## config.mk

```make
export PLATFORM = sky130hd
export DESIGN_NAME = store_trace_monitor
export DESIGN_NICKNAME = d
export VERILOG_FILES = /design/src/rtl/store_trace_monitor_pkg.sv /design/src/rtl/store_trace_monitor_sync_fifo.sv /design/src/rtl/store_trace_monitor.sv
export SDC_FILE = /design/constraint.sdc
export NUM_CORES = 1
export LEC_CHECK = 0
export CAP_MARGIN = 20
export CORE_UTILIZATION = 55
export CTS_BUF_LIST = sky130_fd_sc_hd__clkbuf_16
export DETAILED_ROUTE_END_ITERATION = 7
export HOLD_SLACK_MARGIN = 0.06
export PLACE_DENSITY = 0.75
export SYNTH_ARGS = -nofsm -noshare
export SYNTH_HDL_FRONTEND = slang
export SYNTH_SLANG_ARGS = --single-unit
```

## constraint.sdc

```tcl
create_clock -name clk -period 8.3 [get_ports clk]
set_input_delay 2.49 -clock clk [delete_from_list [all_inputs] [get_ports clk]]
set_output_delay 2.49 -clock clk [all_outputs]
set_load 0.005 [all_outputs]
```

## src/rtl/store_trace_monitor_pkg.sv

```systemverilog
// Shared types for the store trace monitor: trace entry layout, verdict states
// and the per-store verdict classification.
package store_mon_pkg;

  localparam int MON_CNT_W = 8;

  // The cycle field width is fixed here; the top's CNT_W must equal MON_CNT_W.
  typedef struct packed {
    logic [31:0]          adr;
    logic [31:0]          data;
    logic [MON_CNT_W-1:0] cycle;
  } trace_entry_t;

  typedef enum logic [1:0] {
    MON_RUN     = 2'd0,
    MON_PASS    = 2'd1,
    MON_FAIL    = 2'd2,
    MON_TIMEOUT = 2'd3
  } mon_state_e;

  // Verdict implied by a single store; MON_RUN means the store is tolerated.
  function automatic mon_state_e store_verdict(
    input logic [31:0] adr,
    input logic [31:0] data,
    input logic [31:0] done_addr,
    input logic [31:0] done_value,
    input logic [31:0] scratch_addr
  );
    if (adr == done_addr) begin
      return (data == done_value) ? MON_PASS : MON_FAIL;
    end
    if (adr == scratch_addr) begin
      return MON_RUN;
    end
    return MON_FAIL;
  endfunction

endpackage

```

## src/rtl/store_trace_monitor_sync_fifo.sv

```systemverilog
// First-word-fall-through FIFO of arbitrary packed type; the head is visible
// whenever o_valid is high. Pushes into a full FIFO are refused unless a pop
// happens in the same cycle.
module sync_fifo #(
  parameter type T     = logic [7:0],
  parameter int  DEPTH = 8
) (
  input  logic clk,
  input  logic rst_n,
  input  logic i_push,
  input  T     i_data,
  input  logic i_pop,
  output T     o_data,
  output logic o_valid,
  output logic o_full
);

  localparam int PTR_W = $clog2(DEPTH);
  localparam int CNT_W = $clog2(DEPTH + 1);

  T                 r_mem [DEPTH];
  logic [PTR_W-1:0] r_wr_ptr;
  logic [PTR_W-1:0] r_rd_ptr;
  logic [CNT_W-1:0] r_count;
  logic             w_do_push;
  logic             w_do_pop;

  assign o_valid   = (r_count != '0);
  assign o_full    = (r_count == CNT_W'(DEPTH));
  assign o_data    = r_mem[r_rd_ptr];
  assign w_do_pop  = i_pop & o_valid;
  assign w_do_push = i_push & (~o_full | w_do_pop);

  always_ff @(posedge clk) begin
    if (w_do_push) begin
      r_mem[r_wr_ptr] <= i_data;
    end
  end

  // DEPTH is a power of two, so the pointers wrap naturally.
  always_ff @(posedge clk or negedge rst_n) begin
    if (!rst_n) begin
      r_wr_ptr <= '0;
      r_rd_ptr <= '0;
      r_count  <= '0;
    end else begin
      if (w_do_push) r_wr_ptr <= r_wr_ptr + 1'b1;
      if (w_do_pop)  r_rd_ptr <= r_rd_ptr + 1'b1;
      case ({w_do_push, w_do_pop})
        2'b10:   r_count <= r_count + 1'b1;
        2'b01:   r_count <= r_count - 1'b1;
        default: r_count <= r_count;
      endcase
    end
  end

endmodule

```

## src/rtl/store_trace_monitor.sv

```systemverilog
// Traces every data-memory store into a FWFT FIFO tagged with the cycle count,
// and decides a pass/fail/timeout verdict for the running program.
module store_trace_monitor
  import store_mon_pkg::*;
#(
  parameter int          DEPTH        = 8,
  parameter int          CNT_W        = MON_CNT_W,
  parameter logic [31:0] DONE_ADDR    = 32'd100,
  parameter logic [31:0] DONE_VALUE   = 32'd10,
  parameter logic [31:0] SCRATCH_ADDR = 32'd96,
  parameter int          TIMEOUT_CYC  = 24
) (
  input  logic             clk,
  input  logic             reset,
  input  logic             mem_write_i,
  input  logic [31:0]      data_adr_i,
  input  logic [31:0]      write_data_i,
  output logic             trc_valid_o,
  input  logic             trc_ready_i,
  output logic [31:0]      trc_adr_o,
  output logic [31:0]      trc_data_o,
  output logic [CNT_W-1:0] trc_cycle_o,
  output logic             overflow_o,
  output logic             done_o,
  output logic             pass_o,
  output logic             fail_o,
  output logic             timeout_o
);

  logic [CNT_W-1:0] r_cnt;
  mon_state_e       r_state;
  logic             r_pass;
  logic             r_fail;
  logic             r_timeout;
  logic             r_done;
  logic             r_overflow;
  trace_entry_t     w_push_entry;
  trace_entry_t     w_head;
  logic             w_valid;
  logic             w_full;
  logic             w_pop;
  mon_state_e       w_store_verdict;

  assign w_push_entry    = '{adr: data_adr_i, data: write_data_i, cycle: r_cnt};
  assign w_pop           = w_valid & trc_ready_i;
  assign w_store_verdict = store_verdict(data_adr_i, write_data_i, DONE_ADDR, DONE_VALUE, SCRATCH_ADDR);

  sync_fifo #(
    .T     (trace_entry_t),
    .DEPTH (DEPTH)
  ) u_fifo (
    .clk     (clk),
    .rst_n   (reset),
    .i_push  (mem_write_i),
    .i_data  (w_push_entry),
    .i_pop   (w_pop),
    .o_data  (w_head),
    .o_valid (w_valid),
    .o_full  (w_full)
  );

  // Head fields are forced to zero while empty so every output reads 0 in reset.
  assign trc_valid_o = w_valid;
  assign trc_adr_o   = w_valid ? w_head.adr   : '0;
  assign trc_data_o  = w_valid ? w_head.data  : '0;
  assign trc_cycle_o = w_valid ? w_head.cycle : '0;
  assign overflow_o  = r_overflow;
  assign done_o      = r_done;
  assign pass_o      = r_pass;
  assign fail_o      = r_fail;
  assign timeout_o   = r_timeout;

  always_ff @(posedge clk or negedge reset) begin
    if (!reset) begin
      r_cnt      <= '0;
      r_overflow <= 1'b0;
    end else begin
      if (r_cnt != '1) r_cnt <= r_cnt + 1'b1;
      if (mem_write_i & w_full & ~w_pop) r_overflow <= 1'b1;
    end
  end

  // Verdict FSM: a store's verdict takes precedence over a same-cycle timeout.
  always_ff @(posedge clk or negedge reset) begin
    if (!reset) begin
      r_state   <= MON_RUN;
      r_pass    <= 1'b0;
      r_fail    <= 1'b0;
      r_timeout <= 1'b0;
      r_done    <= 1'b0;
    end else if (r_state == MON_RUN) begin
      if (mem_write_i) begin
        if (w_store_verdict != MON_RUN) begin
          r_state <= w_store_verdict;
          r_pass  <= (w_store_verdict == MON_PASS);
          r_fail  <= (w_store_verdict == MON_FAIL);
          r_done  <= 1'b1;
        end
      end else if (r_cnt == CNT_W'(TIMEOUT_CYC)) begin
        r_state   <= MON_TIMEOUT;
        r_timeout <= 1'b1;
        r_done    <= 1'b1;
      end
    end
  end

endmodule

```

==> out/metrics.yaml, run 1 <==
synth_seq_cells: 601
htreeDepth: 2
internal_power_mw: 6.57
yosysTopAreaCell: "edfxtp_1"
setup_viol: 0
busiest_layer: "met2"
cts.sinks: 601
synth_warnings: 0
grt_use_total_pct: 22.3
maxSlewViolCount: 0
final_cells: 1813
synthMuxAreaShare_pct: 17.2
seq_power_share_pct: 43.5
synthTopCellsByCount: "edfxtp_1, mux4_2, nor2_1"
syn2layout_area_growth_pct: 16.5
pwr-share-comb_pct: 31.4
rsz0062_at_grt: "false"
grt_use_met2_pct: 35.7
ys_seq_area_share_pct: 77.2
cts_hold_buf: 0
r2r_setup_slack_ps: 5430
switching_share_pct: 28.4
die_area_mm2: 0.0431
slowest_stage: "dfrtp_4"
cpPeakStageDelay_ps: 990
r2r_end: "u_fifo.r_mem[5][20]"
io_buffers: 145
max-cap-violations: 0
coreArea_mm2: 0.0412
status: "completed"
synth_cell_types: 43
drtIter0Drc: 1091
fin_crit_sh_pct: 73.4
synth_top_family_by_area: "multiplexers"
clk_latency_ps: 610
yosys-top-cells-area: "edfxtp_1, mux4_2, mux2i_1, dfrtp_1, nor2_1"
viasPerCell: 6.13
ys_async_sr_fraction_pct: 4.16
hpwl_mm: 25.0
die_x_um: 207
drive_gt1_share_pct: 19.7
ctsResizeCount: 0
critical_path_class: "reg -> out"
r2r_cells: 7
num_vias: 11100
crit_chain: "buf_4, mux4_2, mux2i_1, nor2_1, clkdlybuf4s50_1"
wl_per_cell_um: 25.8
hold_class: "reg -> reg"
grt_max_degree: 72
postSynthNetCount: 1139
grt_overflow: 0
clock_skew_ps: 19.9
avgSynthCellArea_um2: 21.8
cts_setup_buffers: 0
cp_max_fo: 60
min_path_cells: 1
worstMarginPinSlew_ps: 1020
met1_usage_pct: 32.4
power.density_mw_per_mm2: 340
first_pass_iters: 5
synth-compound-area-share_pct: 0.496
crit_arrival_ps: 3600
slew_headroom_pct: 32.1
syn_area_mm2: 0.0232
yosysMostFrequentCell: "edfxtp_1"
synthFlopType: "edfxtp_1"
fp.dieH_um: 207
clkTransAtPathRegs_ps: 60
vdd_drop_max_v: 0.000184
hold_viol_final: 0
startpoint_type: "flop"
start_util_pct: 56.4
synth_edf_count: 576
fmaxAchievable_ghz: 0.164
power_switching_mw: 2.61
yosys.area.top_type_share_pct: 74.5
min_period_ps: 6090
pwr-share-clk_pct: 25.1
routabilityCongestion: 0.704
grt_util_met3_pct: 3.72
io_pins: 146
grt_pass1_wl_mm: 71.1
totalWireLength_mm: 46.7
yosys.area_share.simple_pct: 3.12
setup_tns_ps: 0
worstSetupEndpointType: "primary output"
rr_startpoint: "u_fifo.r_count[1]"
antenna_found_initial: 1
drcViolationCount: 0
dp.cells: 1713
synthCells: 1064
worst_ep_required_time_ps: 5810
tritoncts: "done"
tritoncts.num_buffers: 58
root_buffer: "clkbuf_16"
ant_nets: 0
fin_nets: 1317
synth-xor-area-share_pct: 0.415
hold_end: "timeout_o"
rows: 74
first_global_vias: 11600
fillers: 2614
synth_fa_ha_area_share_pct: 0.377
cts_buffer_depth: 3
p_leak_nw: 8.93
hold_start: "timeout_o"
## per-stage QoR
stage,power (mW),hold slack [ps],area [µm²],utilization (%),setup WS (ps)
2_1_floorplan,5.71,458,23200,-,1860
6_report,9.19,474,27000,65.6,2210
4_1_cts,9.28,475,27000,65.6,2100
5_1_grt,9.58,488,27000,65.6,2070
3_3_place_gp,6.92,453,25400,61.6,2750
3_5_place_dp,6.96,453,25400,61.6,2760
## layout make-up
type                    instances  area, µm²  share of cell area (%)
repair buffers                167       1690                    6.24
inverters                       8       30.0                   0.111
clock buffers                  58       1450                    5.37
clock inverters                40        194                   0.717
flip-flops and latches        601      17900                    66.3
well taps                     532        666                    2.46
multi-input cells             406       5080                    18.8
diodes                          1       2.50                 0.00925
## critical path: cells and delay by family (launching register included)
family,cells,cell delay (ps)
muxes,2,410
buffers and inverters,2,1280
DFF,1,990
and+or+nand+nor,1,310
## cell families after synthesis
kind of cell               Yosys count
adders and majority gates            7
AOI/OAI and AO/OA                   17
and+or+nand+nor                    153
muxes                              218
DFF                                601
buffers and inverters               57
xor gates and xnor gates            11
## power by group through the flow
stage | sequential, mW | combinational, mW | clock, mW
6_report | 4.00 | 2.88 | 2.31
3_5_place_dp | 4.12 | 2.85 | 0
3_3_place_gp | 4.09 | 2.83 | 0
4_1_cts | 4.06 | 2.87 | 2.35
2_1_floorplan | 3.89 | 1.81 | 0
5_1_grt | 4.04 | 3.09 | 2.45
## layout by cell type (no fill, tap or decap), drive strengths merged, types with 2 or more instances in the layout
| master | instances |
|---|---|
| mux2i | 72 |
| inv | 29 |
| clkbuf | 58 |
| o21a | 4 |
| ha | 7 |
| edfxtp | 576 |
| and2 | 2 |
| and3 | 4 |
| xnor2 | 6 |
| dfrtp | 25 |
| nor3 | 6 |
| nand3 | 6 |
| nor2b | 4 |
| nor4 | 15 |
| nand2b | 4 |
| nor4bb | 2 |
| nor2 | 86 |
| nand4 | 4 |
| clkinv | 18 |
| mux4 | 144 |
| a21oi | 3 |
| clkdlybuf4s50 | 145 |
| mux2 | 2 |
| or3 | 2 |
| buf | 22 |
| nand2 | 14 |
| xor2 | 5 |
| o21ai | 3 |
## worst max path at each step
stage	from	to	slack, ps	depth (start not counted)
5_1_grt	u_fifo.r_rd_ptr[1]	trc_data_o[19]	2070	5
4_1_cts	u_fifo.r_rd_ptr[0]	trc_data_o[25]	2100	5
6_report	u_fifo.r_rd_ptr[1]	trc_data_o[19]	2210	5
3_3_place_gp	u_fifo.r_rd_ptr[0]	trc_adr_o[18]	2750	5
2_1_floorplan	trc_ready_i	u_fifo.r_mem[2][0]	1860	4
3_5_place_dp	u_fifo.r_rd_ptr[0]	trc_cycle_o[6]	2760	5
## flip-flops by register name, summed over array words and instances (netlist names)
register         flops
u_fifo.r_mem       576
r_cnt                8
u_fifo.r_count       4
u_fifo.r_rd_ptr      3
u_fifo.r_wr_ptr      3
r_state              2
done_o               1
fail_o               1
overflow_o           1
pass_o               1
timeout_o            1
## routing by layer
metal  part of all wire (%)  vias to the layer above
li1                       -                     4759
met5                      0                        -
met3                    6.6                       48
met4                    1.6                        0
met2                     49                      437
met1                     43                     5877
No activity file was read; power rests on OpenSTA's default activity.
==> run 2, diff against run 1 <==
Settings changed: CORE_UTILIZATION 55 to 53.
Clock period 8.3 ns to 5.2 ns, I/O delays scaled along.
==> run 2 against run 1 <==
- power rose by 62%
- worst setup slack got worse by 1700 ps
- wire length fell by 0.78%
- via count fell by 0.76%
- critical path type unchanged
- clock power rose by 67%
- highest routed layer is now met5
- die area rose by 3.7%
- flip-flop and latch count did not move
- critical endpoint is now trc_adr_o[31]
- clock skew fell by 2.1 ps
- largest power group unchanged
- sequential share of layout area fell by 0.62 points
==> out/metrics.yaml, run 2 (same netlist as run 1, synthesis figures left out) <==
status: "completed"
fin_hold_ws_ps: 470
grt_overflow: 0
reg_top3: "u_fifo.r_mem x576, r_cnt x8, u_fifo.r_count x4"
syn2layout_area_growth_pct: 17.6
first_global_vias: 11600
p_leak_nw: 9.01
grt_max_degree: 56
cts.sinks: 601
top_register: "u_fifo.r_mem"
htreeDepth: 2
crit_arrival_ps: 3100
antenna_found_initial: 5
slew_headroom_pct: 46.5
coreArea_mm2: 0.0432
drcViolationCount: 0
clock_skew_ps: 17.8
fin_util_pct: 63.2
grt_pass1_wl_mm: 70.1
drtIter0Drc: 1057
largest_reg_flops: 576
hold_class: "reg -> reg"
die_x_um: 211
fmaxAchievable_ghz: 0.215
ctsResizeCount: 0
rsz0062_at_grt: "false"
hold_viol_final: 0
num_vias: 11000
clk_latency_ps: 590
place_worst_setup_slack_ps: 1110
wl_per_cell_um: 24.6
max-cap-violations: 0
drive_gt1_share_pct: 20.1
io_pins: 146
hpwl_mm: 25.6
start_util_pct: 53.8
layout_common_cells: "edfxtp_1, clkdlybuf4s50_1, mux4_2, nor2_1, mux2i_1"
root_buffer: "clkbuf_16"
final_common_cell: "edfxtp_1"
worst_ep_required_time_ps: 3640
worstMarginPinSlew_ps: 802
ant_nets: 0
cts_setup_buffers: 0
tritoncts: "done"
rows: 76
p_total_mw: 14.9
first_pass_iters: 5
min_period_ps: 4660
fin_nets: 1324
worstSetupEndpointType: "primary output"
power.density_mw_per_mm2: 544
worst_slack_ps: 538
io_buffers: 145
maxSlewViolCount: 0
routabilityCongestion: 0.745
fp.dieH_um: 211
totalWireLength_mm: 46.3
final_cells: 1880
viasPerCell: 5.87
fillers: 2938
vdd_drop_max_v: 0.000409
cts_buffer_depth: 3
clkTransAtPathRegs_ps: 60
dp.cells: 1775
setup_viol: 0
startpoint_type: "flop"
grt_use_total_pct: 21.4
cts_hold_buf: 0
critical_path_class: "reg -> out"
die_area_mm2: 0.0447
fin_crit_sh_pct: 89.7
cp_max_fo: 55
tritoncts.num_buffers: 57
-- run 2: cell types whose count changed in the layout (fill, tap and decap cells not counted), sizes merged --
cell,previous run,this run
clkbuf,58,59
buf,22,30
inv,29,24
clkinv,18,24
bufinv,0,3
diode,1,2
-- run 2: metrics by stage --
stage	cell area [µm²]	TNS [ps]
floorplan	23200	-140860
global placement	25600	0
detailed placement	25600	0
CTS	27300	0
global route	27300	0
finish	27300	0
-- run 2: cell type report --
| type | count | area [µm²] | area share [%] |
|---|---|---|---|
| antenna | 2 | 5.00 | 0.0183 |
| clock buffer | 59 | 1480 | 5.41 |
| clock inverter | 44 | 265 | 0.972 |
| inverter | 8 | 30.0 | 0.110 |
| multi-input combinational | 406 | 5080 | 18.6 |
| sequential | 601 | 17900 | 65.7 |
| tap | 585 | 732 | 2.68 |
| timing repair buffer | 175 | 1780 | 6.51 |
-- run 2: critical path, stage by stage, from the launching register on --
cell,delay (ps)
dfrtp_4,940
buf_12,390
mux4_2,360
mux2i_1,200
nor2_1,100
clkdlybuf4s50_1,490
-- run 2: worst paths after layout --
| kind | from | end | slack [ps] | depth (start not counted) |
|---|---|---|---|---|
| min in group asynchronous | reset | timeout_o | 1410 | 1 |
| worst max register to register | u_fifo.r_count[2] | u_fifo.r_count[2] | 2510 | 10 |
| worst max-delay path | u_fifo.r_rd_ptr[1] | trc_adr_o[31] | 540 | 5 |
| worst min-delay path | timeout_o | timeout_o | 470 | 1 |
| worst min register to register | timeout_o | timeout_o | 470 | 1 |
| max in group asynchronous | reset | u_fifo.r_rd_ptr[1] | 3130 | 2 |
-- run 2: layer usage --
metal	global-route usage, %	vias up	share of wire (%)
met3	4.12	70	5.9
met2	35.0	324	50
met1	30.0	5863	42
li1	-	4773	-
met4	5.15	6	1.8
met5	0	-	0.084
-- run 2: report_power, final --
part	internal (mW)	switching, mW
registers	5.97	0.324
clock network	2.18	1.67
logic	2.56	2.16
==> run 3, diff against run 2 <==
Settings changed: CAP_MARGIN 20 to unset, CORE_UTILIZATION 53 to 55, DONT_BUFFER_PORTS set to 1, PLACE_DENSITY 0.75 to unset, PLACE_DENSITY_LB_ADDON set to 0.08.
==> run 3 against run 2 <==
- sequential share of layout area is 4.0 points higher
- die area is 3.6% lower
- non-clock buffer count down 146
- register-to-register slack got worse by 300 ps
- critical endpoint is now trc_adr_o[20]
- critical path depth decreased by 1
- final area fell by 5.7%
- combinational power down 26%
- first-iteration DRC count down 42%
- fmax grew 6.8%
- power shrank 8.2%
- via count fell by 7.0%
- clock power is 3% lower
==> out/metrics.yaml, run 3 (same netlist as run 1, synthesis figures left out) <==
io_buffers: 0
routabilityCongestion: 0.697
clock_skew_ps: 12.9
fmaxAchievable_ghz: 0.229
place_worst_setup_slack_ps: 1370
place_area_mm2: 0.0240
hold_class: "reg -> reg"
syn2layout_area_growth_pct: 10.8
coreArea_mm2: 0.0412
cts_hold_buf: 0
critical_path_class: "reg -> out"
num_vias: 10300
p_total_mw: 13.6
htreeDepth: 2
top_register: "u_fifo.r_mem"
cp_max_fo: 45
viasPerCell: 6.11
slew_headroom_pct: 33.5
cts.sinks: 601
worstSetupEndpointType: "primary output"
antenna_found_initial: 0
cts_buffer_depth: 3
clkTransAtPathRegs_ps: 60
worstMarginPinSlew_ps: 998
grt_pass1_wl_mm: 68.2
fp.dieH_um: 207
rr_startpoint: "u_fifo.r_count[2]"
final_common_cell: "edfxtp_1"
final_cell_area_mm2: 0.0257
status: "completed"
fin_util_pct: 62.5
hpwl_mm: 24.7
setup_tns_ps: 0
first_pass_iters: 4
reg_top3: "u_fifo.r_mem x576, r_cnt x8, u_fifo.r_count x4"
worst_slack_ps: 833
min_period_ps: 4370
io_pins: 146
first_global_vias: 10800
fin_crit_sh_pct: 84.0
start_util_pct: 56.4
vdd_drop_max_v: 0.000343
maxSlewViolCount: 0
fillers: 2826
clk_latency_ps: 590
drcViolationCount: 0
crit_arrival_ps: 2810
ant_nets: 0
grt_use_total_pct: 21.7
diodes: 0
power.density_mw_per_mm2: 530
crit_path_start: "u_fifo.r_rd_ptr[0]"
root_buffer: "clkbuf_16"
tritoncts: "done"
layout_common_cells: "edfxtp_1, mux4_2, nor2_1, mux2i_1, clkbuf_16"
cts_setup_buffers: 0
worst_ep_required_time_ps: 3640
fin_nets: 1180
drtIter0Drc: 609
rows: 74
grt_max_degree: 57
max-cap-violations: 0
ctsResizeCount: 0
grt_overflow: 0
rsz0062_at_grt: "false"
totalWireLength_mm: 45.3
startpoint_type: "flop"
tritoncts.num_buffers: 59
setup_viol: 0
hold_start: "timeout_o"
die_x_um: 207
hold_viol_final: 0
p_leak_nw: 8.44
wl_per_cell_um: 27.0
die_area_mm2: 0.0431
largest_reg_flops: 576
drive_gt1_share_pct: 22.2
-- run 3: cell count changes in the layout (fill, tap and decap cells not counted) --
cell             delta
diode_2             -2
clkbuf_16           +2
buf_4               -2
clkinv_4            -1
buf_12              +1
bufinv_16           -3
clkinvlp_4          -1
clkinv_2            -1
clkinv_1            -2
inv_1               +6
clkdlybuf4s50_1   -145
-- run 3: critical path, cell delays in order, from the launching register on --
cell and delay, ps:
dfrtp_4 860, buf_12 410, mux4_2 550, mux2i_1 250, nor2_1 100
-- run 3: metrics by stage --
step	std cells	hold slack (ps)
finish	1679	507
CTS	1679	508
detailed placement	1576	490
floorplan	1064	458
global placement	1576	483
global route	1679	519
-- run 3: worst paths after layout --
check	slack, ps	cells past startpoint	end
max in group asynchronous	4450	0	u_fifo.r_rd_ptr[2]
max	830	4	trc_adr_o[20]
min	510	1	timeout_o
min reg2reg	510	1	timeout_o
max reg2reg	2210	10	u_fifo.r_count[2]
min in group asynchronous	660	0	overflow_o
-- run 3: power by group --
group / internal (mW) / switching, mW / total [mW]
combinational: 1.67 / 1.84 / 3.51
sequential: 5.96 / 0.428 / 6.39
clock: 2.09 / 1.65 / 3.74
-- run 3: layout make-up --
cell class              instances  area, µm²  share of cell area (%)
well taps                     532        666                    2.59
clock inverters                42        169                   0.656
clock buffers                  61       1530                    5.93
multi-input cells             406       5080                    19.8
repair buffers                 29        330                    1.28
inverters                       8       30.0                   0.117
flip-flops and latches        601      17900                    69.7
-- run 3: metal layers --
| metal | routed length (µm) | vias up | global-route usage [%] |
|---|---|---|---|
| li1 | - | 4466 | - |
| met1 | 20200 | 5514 | 30.8 |
| met2 | 22100 | 226 | 34.9 |
| met3 | 2120 | 53 | 3.89 |
| met4 | 907 | 0 | 6.48 |
| met5 | 0 | - | 0 |
